**src/rtl/wb_stage.sv**
```systemverilog
// Write-back stage: retires one instruction per cycle, waits on outstanding load
// responses, aligns/extends load data and drives the register-file write port.
module wb_stage #(
  parameter int XLEN  = 32,
  parameter int CNT_W = 64
) (
  input  logic             clk,
  input  logic             rst,
  input  logic             mem_valid,
  input  logic             mem_reg_write,
  input  logic [4:0]       mem_rd,
  input  logic [XLEN-1:0]  mem_alu_result,
  input  logic             mem_is_load,
  input  logic [2:0]       mem_funct3,
  input  logic [XLEN-1:0]  dmem_rdata,
  input  logic             dmem_rvalid,
  output logic             wb_stall,
  output logic             write_regf_en,
  output logic [4:0]       addr_rd,
  output logic [XLEN-1:0]  rd_value,
  output logic [CNT_W-1:0] instret
);

  typedef enum logic {
    RUN,
    WAIT_LOAD
  } state_t;

  state_t          state, state_next;
  logic [4:0]      lat_rd, lat_rd_next;
  logic            lat_reg_write, lat_reg_write_next;
  logic [2:0]      lat_funct3, lat_funct3_next;
  logic [1:0]      lat_offset, lat_offset_next;
  logic            wen_next;
  logic [4:0]      rd_next;
  logic [XLEN-1:0] value_next;
  logic            retire;

  function automatic logic [XLEN-1:0] align(input logic [XLEN-1:0] word,
                                            input logic [2:0]      funct3,
                                            input logic [1:0]      offset);
    logic [7:0]  byte_sel;
    logic [15:0] half_sel;
    byte_sel = word[8*offset +: 8];
    half_sel = offset[1] ? word[31:16] : word[15:0];
    case (funct3)
      3'b000:  align = {{24{byte_sel[7]}}, byte_sel};
      3'b100:  align = {24'h0, byte_sel};
      3'b001:  align = {{16{half_sel[15]}}, half_sel};
      3'b101:  align = {16'h0, half_sel};
      default: align = word;
    endcase
  endfunction

  assign wb_stall = (state == WAIT_LOAD);

  always_comb begin
    state_next         = state;
    lat_rd_next        = lat_rd;
    lat_reg_write_next = lat_reg_write;
    lat_funct3_next    = lat_funct3;
    lat_offset_next    = lat_offset;
    wen_next           = 1'b0;
    rd_next            = addr_rd;
    value_next         = rd_value;
    retire             = 1'b0;
    case (state)
      RUN: begin
        if (mem_valid) begin
          if (mem_is_load && !dmem_rvalid) begin
            lat_rd_next        = mem_rd;
            lat_reg_write_next = mem_reg_write;
            lat_funct3_next    = mem_funct3;
            lat_offset_next    = mem_alu_result[1:0];
            state_next         = WAIT_LOAD;
          end else begin
            wen_next   = mem_reg_write && (mem_rd != 5'd0);
            rd_next    = mem_rd;
            value_next = mem_is_load ? align(dmem_rdata, mem_funct3, mem_alu_result[1:0])
                                     : mem_alu_result;
            retire     = 1'b1;
          end
        end
      end
      WAIT_LOAD: begin
        if (dmem_rvalid) begin
          wen_next   = lat_reg_write && (lat_rd != 5'd0);
          rd_next    = lat_rd;
          value_next = align(dmem_rdata, lat_funct3, lat_offset);
          retire     = 1'b1;
          state_next = RUN;
        end
      end
      default: state_next = RUN;
    endcase
  end

  // Reset wins over a pending load: nothing written, nothing counted.
  always_ff @(posedge clk) begin
    if (rst) begin
      state         <= RUN;
      lat_rd        <= 5'd0;
      lat_reg_write <= 1'b0;
      lat_funct3    <= 3'd0;
      lat_offset    <= 2'd0;
      write_regf_en <= 1'b0;
      addr_rd       <= 5'd0;
      rd_value      <= '0;
      instret       <= '0;
    end else begin
      state         <= state_next;
      lat_rd        <= lat_rd_next;
      lat_reg_write <= lat_reg_write_next;
      lat_funct3    <= lat_funct3_next;
      lat_offset    <= lat_offset_next;
      write_regf_en <= wen_next;
      addr_rd       <= rd_next;
      rd_value      <= value_next;
      if (retire) instret <= instret + CNT_W'(1);
    end
  end

endmodule

```
**config.mk**
```make
export PLATFORM = sky130hd
export DESIGN_NAME = wb_stage
export DESIGN_NICKNAME = d
export VERILOG_FILES = /design/src/rtl/wb_stage.sv
export SDC_FILE = /design/constraint.sdc
export NUM_CORES = 1
export LEC_CHECK = 0
export BUFFER_PORTS_ARGS = -buffer_cell sky130_fd_sc_hd__buf_2
export CAP_MARGIN = 20
export CORE_ASPECT_RATIO = 0.7
export CORE_UTILIZATION = 53
export CTS_CLUSTER_SIZE = 20
export DETAILED_ROUTE_END_ITERATION = 12
export GPL_TIMING_DRIVEN = 0
export PLACE_DENSITY = 0.79
export SYNTH_ARGS = -nofsm -noshare
export SYNTH_HDL_FRONTEND = slang
export SYNTH_SLANG_ARGS = --single-unit
```
**constraint.sdc**
```tcl
create_clock -name clk -period 2.5 [get_ports clk]
set_clock_uncertainty 0.05 [all_clocks]
set_input_delay 0.75 -clock clk [delete_from_list [all_inputs] [get_ports clk]]
set_output_delay 0.75 -clock clk [all_outputs]
set_load 0.01 [all_outputs]
```
==> out/qor.log, run 1 <==
qor: status.result_of_the_run finished, final reports clean
qor: global_routing.grt_overall_usage 37.34%
qor: synth.synth.mux.area_fraction 3.448%
qor: route.number_of_drc_markers_after_the_initial_detailed_route_iteration 895
qor: synth.async_flop_share 0%
qor: sta.slew_headroom 47.85%
qor: flow_run.maxcap_violations 0
qor: route.drt_first_pass_iters 6
qor: critical_path.critical_path_endpoint_category register
qor: synth.combinational_family_with_the_most_area_after_synthesis compound AO/OA/AOI/OAI gates
qor: route.total_vias_in_the_final_route 7,629
qor: place.place_congestion 1.031
qor: synth.netlist_cell_types 67
qor: global_routing.grt_max_degree 17
qor: floorplanning.num_io_pins 181
qor: synth.yosys.area_share.adder 0.1905%
qor: clocking.cts_buffers 17
qor: synth.synth_edf_count 0
qor: sta.tightest_slew 0.7793 ns
qor: pwr.power_density_cells 606.3 nW/um^2
qor: sta.layout_worst_path_cycle_share 97.89%
qor: critical_path.setup.worst_path.start_class input port
qor: clocking.cts-root-buf sky130_fd_sc_hd__clkbuf_16
qor: clocking.h-tree-depth 4
qor: pwr.vdd_ir_drop_max 524.7 uV
qor: sta.finalHoldViolCount 0
qor: sta.layout_min_cycle_time 2.447 ns
qor: global_routing.first_pass_grt_wire_length 36,270 um
qor: pwr.total_power 0.005021 W
qor: global_routing.first_global_vias 6,753
qor: clocking.tritoncts done
qor: place.dp.final_hpwl 17,400 um
qor: synth.synthesis.yosys.warnings 0
qor: critical_path.crit_path_max_fanout 10
qor: pwr.power.static_leakage 3.391 nW
qor: route.wirelength 24,010 um
qor: finish.final_layout_size_suffix_gt1_share 24.39%
qor: floorplanning.die_width 135.1 um
qor: clocking.cts_hold_buffers 0
qor: floorplanning.die_area 12,850 um^2
qor: place.dpl_worst_slack -0.7078 ns
qor: route.number_of_nets_with_antenna_violations_after_detailed_routing 0
qor: synth.synth_seq_area_share 34.75%
qor: critical_path.critical_path_class in -> reg
qor: global_routing.grt_overflow 0
qor: clocking.clockBufferDepth 2
qor: clocking.numClockSinks 114
qor: route.post_drt_wl_per_cell 20.30 um
qor: sta.setup_viol_count_final 0
qor: sta.fmax 0.4086 GHz
qor: synth.yosys_register_bits 114
qor: critical_path.worst-endpoint-arrival 2.75 ns
qor: synth.xor_xnor_fraction_of_synth_area 3.067%
qor: synth.synth_simple_gate_area_share 25.89%
qor: global_routing.antenna_found_initial 1
qor: synth.synth_cells 819
qor: floorplanning.core.rowCount 33
qor: synth.postSynthAreaPerCell 8.019 um^2
qor: synth.synth_flop_cell sky130_fd_sc_hd__dfxtp_1
qor: sta.maxSlewViolCount 0
qor: route.route.detailed.drc 0
qor: sta.tns 0 ns
qor: synth.synth_nets 898
qor: synth.compound_gate_portion_of_the_synthesized_area 27.74%
qor: floorplanning.start_util 55.23%
qor: synth.syn-cell-area 6568 um^2
qor: floorplanning.placeableCoreArea 11,890 um^2
qor: floorplanning.fp.dieH 95.14 um
qor: finish.layout-area-overhead-vs-synth 26.10%
qor: sta.setup_slack 0.05268 ns
qor: hold_path.hold_path_class reg -> reg
qor: route.vias_per_cell 6.449
qor: finish.layout_nets 1,091
qor: clocking.clk-insertion-delay-late 0.41 ns
qor: critical_path.worst-endpoint-required 2.80 ns
qor: place.place.port_buffers 175
qor: clocking.cts.clk_slew.worst_paths 0.06 ns
qor: sta.grt_setup_unrepaired no
-- per-stage QoR --
stage / cells / hold WS [ns] / instance area (um^2) / utilization [%]
floorplan: 819 / 0.3870 / 6568 / -
global placement: 1151 / 0.3915 / 7640 / 64.25
detailed placement: 1151 / 0.3985 / 7640 / 64.25
CTS: 1184 / 0.4136 / 8259 / 69.46
global route: 1182 / 0.4303 / 8279 / 69.62
finish: 1183 / 0.4141 / 8282 / 69.64
-- cells in the mapped netlist, drive strengths merged, types with 4 or more instances --
master	count	share of area, %
mux2i	17	2.6
a211oi	12	1.4
o21ai	42	3.2
inv	19	1.1
clkbuf	48	2.8
o21a	4	0.46
and2	4	0.38
nor2	51	2.9
a2bb2oi	19	2.5
a211o	7	0.93
nand2	84	4.9
a311oi	5	0.67
and3	11	1.0
and4	10	1.3
nor3	10	0.76
buf	14	1.0
a22o	7	0.93
nand4	22	2.4
a32o	16	2.4
xor2	17	2.3
a22oi	17	1.9
nand3	30	2.4
o31ai	24	2.7
a221oi	11	1.5
dfxtp	114	35
or4	22	2.5
xnor2	6	0.80
nand2b	23	2.2
o22ai	6	0.57
a21oi	73	5.6
nor2b	10	0.95
or3	20	1.9
-- flip-flops by register name, summed over array words and instances (netlist names) --
name and cells:
lat_rd 5, wb_stall 1, lat_offset 2, instret 64
write_regf_en 1, lat_reg_write 1, lat_funct3 3, addr_rd 5
rd_value 32
-- repair_timing --
action | CTS | global route
gates resized for setup | 4 | 8
pin swaps | 0 | 0
endpoints found under the setup margin | 20 | 29
buffers inserted | 1 | 0
cloned | 0 | 0
hold endpoints to repair | 0 | 0
-- placed cells by master (no fill, tap or decap), types with 16 or more instances in the layout --
cell type / synthesis / routed
sky130_fd_sc_hd__a21oi_1: 73 / 71
sky130_fd_sc_hd__a22oi_1: 17 / 17
sky130_fd_sc_hd__a2bb2oi_1: 19 / 19
sky130_fd_sc_hd__a32o_1: 16 / 16
sky130_fd_sc_hd__buf_2: 11 / 186
sky130_fd_sc_hd__clkbuf_1: 47 / 43
sky130_fd_sc_hd__clkbuf_16: 0 / 17
sky130_fd_sc_hd__dfxtp_1: 114 / 113
sky130_fd_sc_hd__inv_1: 17 / 17
sky130_fd_sc_hd__mux2i_1: 17 / 17
sky130_fd_sc_hd__nand2_1: 82 / 82
sky130_fd_sc_hd__nand2b_1: 23 / 23
sky130_fd_sc_hd__nand3_1: 29 / 29
sky130_fd_sc_hd__nand4_1: 19 / 19
sky130_fd_sc_hd__nor2_1: 51 / 51
sky130_fd_sc_hd__o21ai_0: 41 / 41
sky130_fd_sc_hd__o31ai_1: 24 / 24
sky130_fd_sc_hd__or3_1: 20 / 20
sky130_fd_sc_hd__or4_1: 22 / 22
sky130_fd_sc_hd__xor2_1: 17 / 17
-- report_power, final --
group | total, W | switching [W] | internal, W
clock network | 0.00244 | 0.000937 | 0.00150
registers | 0.00191 | 0.0000371 | 0.00188
logic | 0.000668 | 0.000416 | 0.000252
-- area by class of cell --
class,instances,area [um^2]
inverter,20,75.07
buffer,60,242.7
timing repair buffer,176,883.3
clock inverter,14,155.1
antenna,1,2.502
sequential,114,2283
clock buffer,18,439.2
fill,990,3610
multi-input combinational,623,4004
tap,157,196.4
-- metal layers --
metal	track usage (%)	share of wire (%)
met1	53.33	45
met2	51.16	40
met3	12.49	13
met4	13.86	1.8
met5	0	0.054
-- kinds of logic after synthesis --
family	Yosys count
AND/OR/NAND/NOR	312
AO/OA/AOI/OAI	266
flip-flops	114
buffers and inverters	82
XOR/XNOR	23
multiplexers	21
adder cells (fa/ha/maj)	1
-- worst max-delay path, stage by stage --
cell	delay [ns]
sky130_fd_sc_hd__clkbuf_1	0.41
sky130_fd_sc_hd__nor2b_1	0.11
sky130_fd_sc_hd__a22oi_1	0.41
sky130_fd_sc_hd__nand2_1	0.22
sky130_fd_sc_hd__a21oi_4	0.32
sky130_fd_sc_hd__buf_2	0.30
sky130_fd_sc_hd__a32o_1	0.21
-- path summary, 6_finish.rpt --
check | startpoint | end | slack, ns | cells after the start
hold reg to reg | rd_value[13] | rd_value[13] | 0.41 | 1
setup reg to reg | instret[49] | instret[61] | 0.08 | 5
setup / recovery | mem_funct3[0] | rd_value[29] | 0.05 | 7
hold / removal | rd_value[13] | rd_value[13] | 0.41 | 1
Power figures use the tool's default switching activity.
==> run 2, diff against run 1 <==
--- a/config.mk
+++ b/config.mk
@@ -8,11 +8,13 @@
 export BUFFER_PORTS_ARGS = -buffer_cell sky130_fd_sc_hd__buf_2
 export CAP_MARGIN = 20
 export CORE_ASPECT_RATIO = 0.7
-export CORE_UTILIZATION = 53
+export CORE_UTILIZATION = 57
 export CTS_CLUSTER_SIZE = 20
 export DETAILED_ROUTE_END_ITERATION = 12
 export GPL_TIMING_DRIVEN = 0
-export PLACE_DENSITY = 0.79
+export PLACE_DENSITY = 0.84
+export REMOVE_ABC_BUFFERS = 1
+export SLEW_MARGIN = 20
 export SYNTH_ARGS = -nofsm -noshare
 export SYNTH_HDL_FRONTEND = slang
 export SYNTH_SLANG_ARGS = --single-unit
==> constraint.sdc (replaced) <==
create_clock -name clk -period 2.88 [get_ports clk]
set_clock_uncertainty 0.05 [all_clocks]
set_input_delay 0.864 -clock clk [delete_from_list [all_inputs] [get_ports clk]]
set_output_delay 0.864 -clock clk [all_outputs]
set_load 0.01 [all_outputs]
==> run 2 against run 1 <==
Against the previous run: first-iteration DRC count decreased by 18%; core utilization up 3.7 points; hold slack worse by 0.0067 ns; sequential power down 13%; global-route usage down 2.0 points; routed wire length is 12% lower; non-clock buffer count is 50 lower; final area fell by 1.4%; critical path depth fell by 1; power fell by 11%; count of clock-buffer cells in the layout stayed put; flip-flop and latch count unchanged; critical path type unchanged; critical endpoint is now instret[36]; highest routed layer is now met4.
==> out/qor.log, run 2 (synthesized netlist as in run 1, its figures left out) <==
qor: pwr.total_power 0.004472 W
qor: pwr.cell_internal_pwr 0.003303 W
qor: route.route.detailed.drc 0
qor: route.number_of_nets_with_antenna_violations_after_detailed_routing 0
qor: route.drt_first_pass_iters 5
qor: route.vias_per_cell 6.403
qor: route.post_drt_wl_per_cell 18.68 um
qor: pwr.power.static_leakage 3.369 nW
qor: global_routing.grt_overall_usage 35.37%
qor: clocking.clockBufferDepth 2
qor: finish.layout_common_cells sky130_fd_sc_hd__buf_2, sky130_fd_sc_hd__dfxtp_1, sky130_fd_sc_hd__nand2_1
qor: global_routing.grt_max_degree 72
qor: clocking.clk-insertion-delay-late 0.41 ns
qor: critical_path.setup.worst_path.start_class input port
qor: global_routing.first_global_vias 6,343
qor: global_routing.globalRouteMet2Util 49.20%
qor: sta.layout_min_cycle_time 2.720 ns
qor: place.place_congestion 0.9918
qor: critical_path.critical_path_class in -> reg
qor: sta.setup_slack 0.1601 ns
qor: clocking.numClockSinks 114
qor: critical_path.cp_slowest_cell sky130_fd_sc_hd__or4_1
qor: finish.largest_registers instret: 64 flops, rd_value: 32 flops
qor: critical_path.worst-endpoint-required 3.17 ns
qor: status.result_of_the_run finished, final reports clean
qor: place.dpl_worst_slack -0.6908 ns
qor: hold_path.whs_endpoint lat_reg_write
qor: route.wirelength 21,070 um
qor: floorplanning.die_width 130.3 um
qor: route.number_of_drc_markers_after_the_initial_detailed_route_iteration 738
qor: finish.layout-area-overhead-vs-synth 24.39%
qor: critical_path.setup.reg_to_reg.worst_slack 0.17 ns
qor: hold_path.hp-start lat_reg_write
qor: hold_path.hold_path_class reg -> reg
qor: floorplanning.fp.dieH 91.81 um
qor: global_routing.use_met3 11.38%
qor: finish.postLayoutCoreUtil 73.39%
qor: global_routing.grt_overflow 0
qor: finish.layout_nets 1,041
qor: sta.finalHoldViolCount 0
qor: place.place.port_buffers 180
qor: critical_path.critical_path_endpoint_category register
qor: finish.final_layout_size_suffix_gt1_share 25.44%
qor: clocking.cts_buffers 17
qor: critical_path.critical-path-max-stage-delay 0.61 ns
qor: clocking.h-tree-depth 4
qor: sta.fmax 0.3677 GHz
qor: finish.max_flop_register instret
qor: place.dp.final_hpwl 14,500 um
qor: floorplanning.core.rowCount 32
qor: flow_run.maxcap_violations 0
qor: finish.mostFrequentLayoutCell sky130_fd_sc_hd__buf_2
qor: finish.largest_register_ff_count 64
qor: floorplanning.start_util 59.00%
qor: sta.layout_worst_path_cycle_share 94.44%
qor: sta.slew_headroom 33.70%
qor: global_routing.globalRoute.busiestLayer met1
qor: pwr.power.share.sequential 37.3%
qor: critical_path.destination_of_the_worst_register_to_register_timing_path instret[36]
qor: pwr.power.share.clock 50.8%
qor: floorplanning.placeableCoreArea 11,130 um^2
qor: pwr.netSwitchingPower 0.001170 W
qor: sta.setup_viol_count_final 0
qor: global_routing.antenna_found_initial 0
qor: floorplanning.num_io_pins 181
qor: finish.antenna-diode-count 0
qor: clocking.cts-root-buf sky130_fd_sc_hd__clkbuf_16
qor: critical_path.cp_cell_sequence buf_2, o21bai_2, and4b_2, nand4_4, or4_1, a21oi_1
qor: route.total_vias_in_the_final_route 7,223
qor: pwr.power_density_cells 547.5 nW/um^2
qor: pwr.vdd_ir_drop_max 461.8 uV
qor: sta.grt_setup_unrepaired no
qor: sta.tightest_slew 0.9924 ns
qor: finish.layout.filler_cells 898
qor: clocking.cts.clk_slew.worst_paths 0.06 ns
qor: critical_path.rr_startpoint wb_stall
qor: pwr.switching_share 26.16%
qor: critical_path.worst-endpoint-arrival 3.01 ns
qor: floorplanning.die_area 11,960 um^2
qor: pwr.proportion_of_power_drawn_by_combinational_gates 11.9%
qor: hold_path.holdPathStages 2
qor: clocking.tritoncts done
qor: sta.maxSlewViolCount 0
qor: global_routing.gr-usage-met1 51.22%
qor: critical_path.crit_path_max_fanout 27
qor: critical_path.worstRegToRegCells 5
qor: global_routing.first_pass_grt_wire_length 33,200 um
-- run 2: final cells by class --
| cell class | count | area (um^2) | area share, % |
|---|---|---|---|
| Inverter | 20 | 75.07 | 0.9190 |
| Tap cell | 153 | 191.4 | 2.343 |
| Timing Repair Buffer | 186 | 984.7 | 12.05 |
| Multi-Input combinational cell | 623 | 4004 | 49.01 |
| Clock buffer | 18 | 429.2 | 5.253 |
| Clock inverter | 14 | 201.4 | 2.466 |
| Sequential cell | 114 | 2283 | 27.95 |
-- run 2: how the worst max path moves through the flow --
stage	to	depth (start not counted)	slack, ns	from
after global placement	rd_value[31]	5	-1.07	rst
after floorplan	instret[36]	5	0.14	wb_stall
after global routing	instret[50]	5	0.009	wb_stall
after CTS	instret[37]	6	0.05	dmem_rvalid
final	instret[36]	6	0.16	dmem_rvalid
after detailed placement	instret[38]	6	-0.69	dmem_rvalid
-- run 2: per-layer routing --
metal,part of all wire [%],wire (um)
met5,0,0
met4,1.2,243
met3,11,2328
met2,42,8846
met1,46,9655
-- run 2: critical path: cells and delay by family --
kind,cells,cell delay [ns]
AND/OR/NAND/NOR,3,1.47
buffers and inverters,1,0.28
AO/OA/AOI/OAI,2,0.38
-- run 2: repair_timing --
item,in CTS,in global routing
endpoints found under the hold margin,0,0
endpoints found under the setup margin,41,12
setup buffers,0,4
resized for setup,5,1
hold buffers,0,0
-- run 2: per-stage QoR --
stage          hold slack, ns  cell area, um^2  TNS, ns  cells
2_1_floorplan          0.3810             6320        0    757
3_3_place_gp           0.3927             7412   -46.22   1090
3_5_place_dp           0.3972             7475   -20.40   1092
4_1_cts                0.4071             8125        0   1124
5_1_grt                0.4245             8169        0   1128
6_report               0.4074             8169        0   1128
-- run 2: power by group through the flow --
stage / logic [W] / registers [W] / clock network [W]
after floorplan: 0.000245 / 0.00172 / 0
after global placement: 0.000498 / 0.00170 / 0
after detailed placement: 0.000512 / 0.00170 / 0
after CTS: 0.000516 / 0.00167 / 0.00229
after global routing: 0.000572 / 0.00167 / 0.00236
final: 0.000531 / 0.00167 / 0.00227
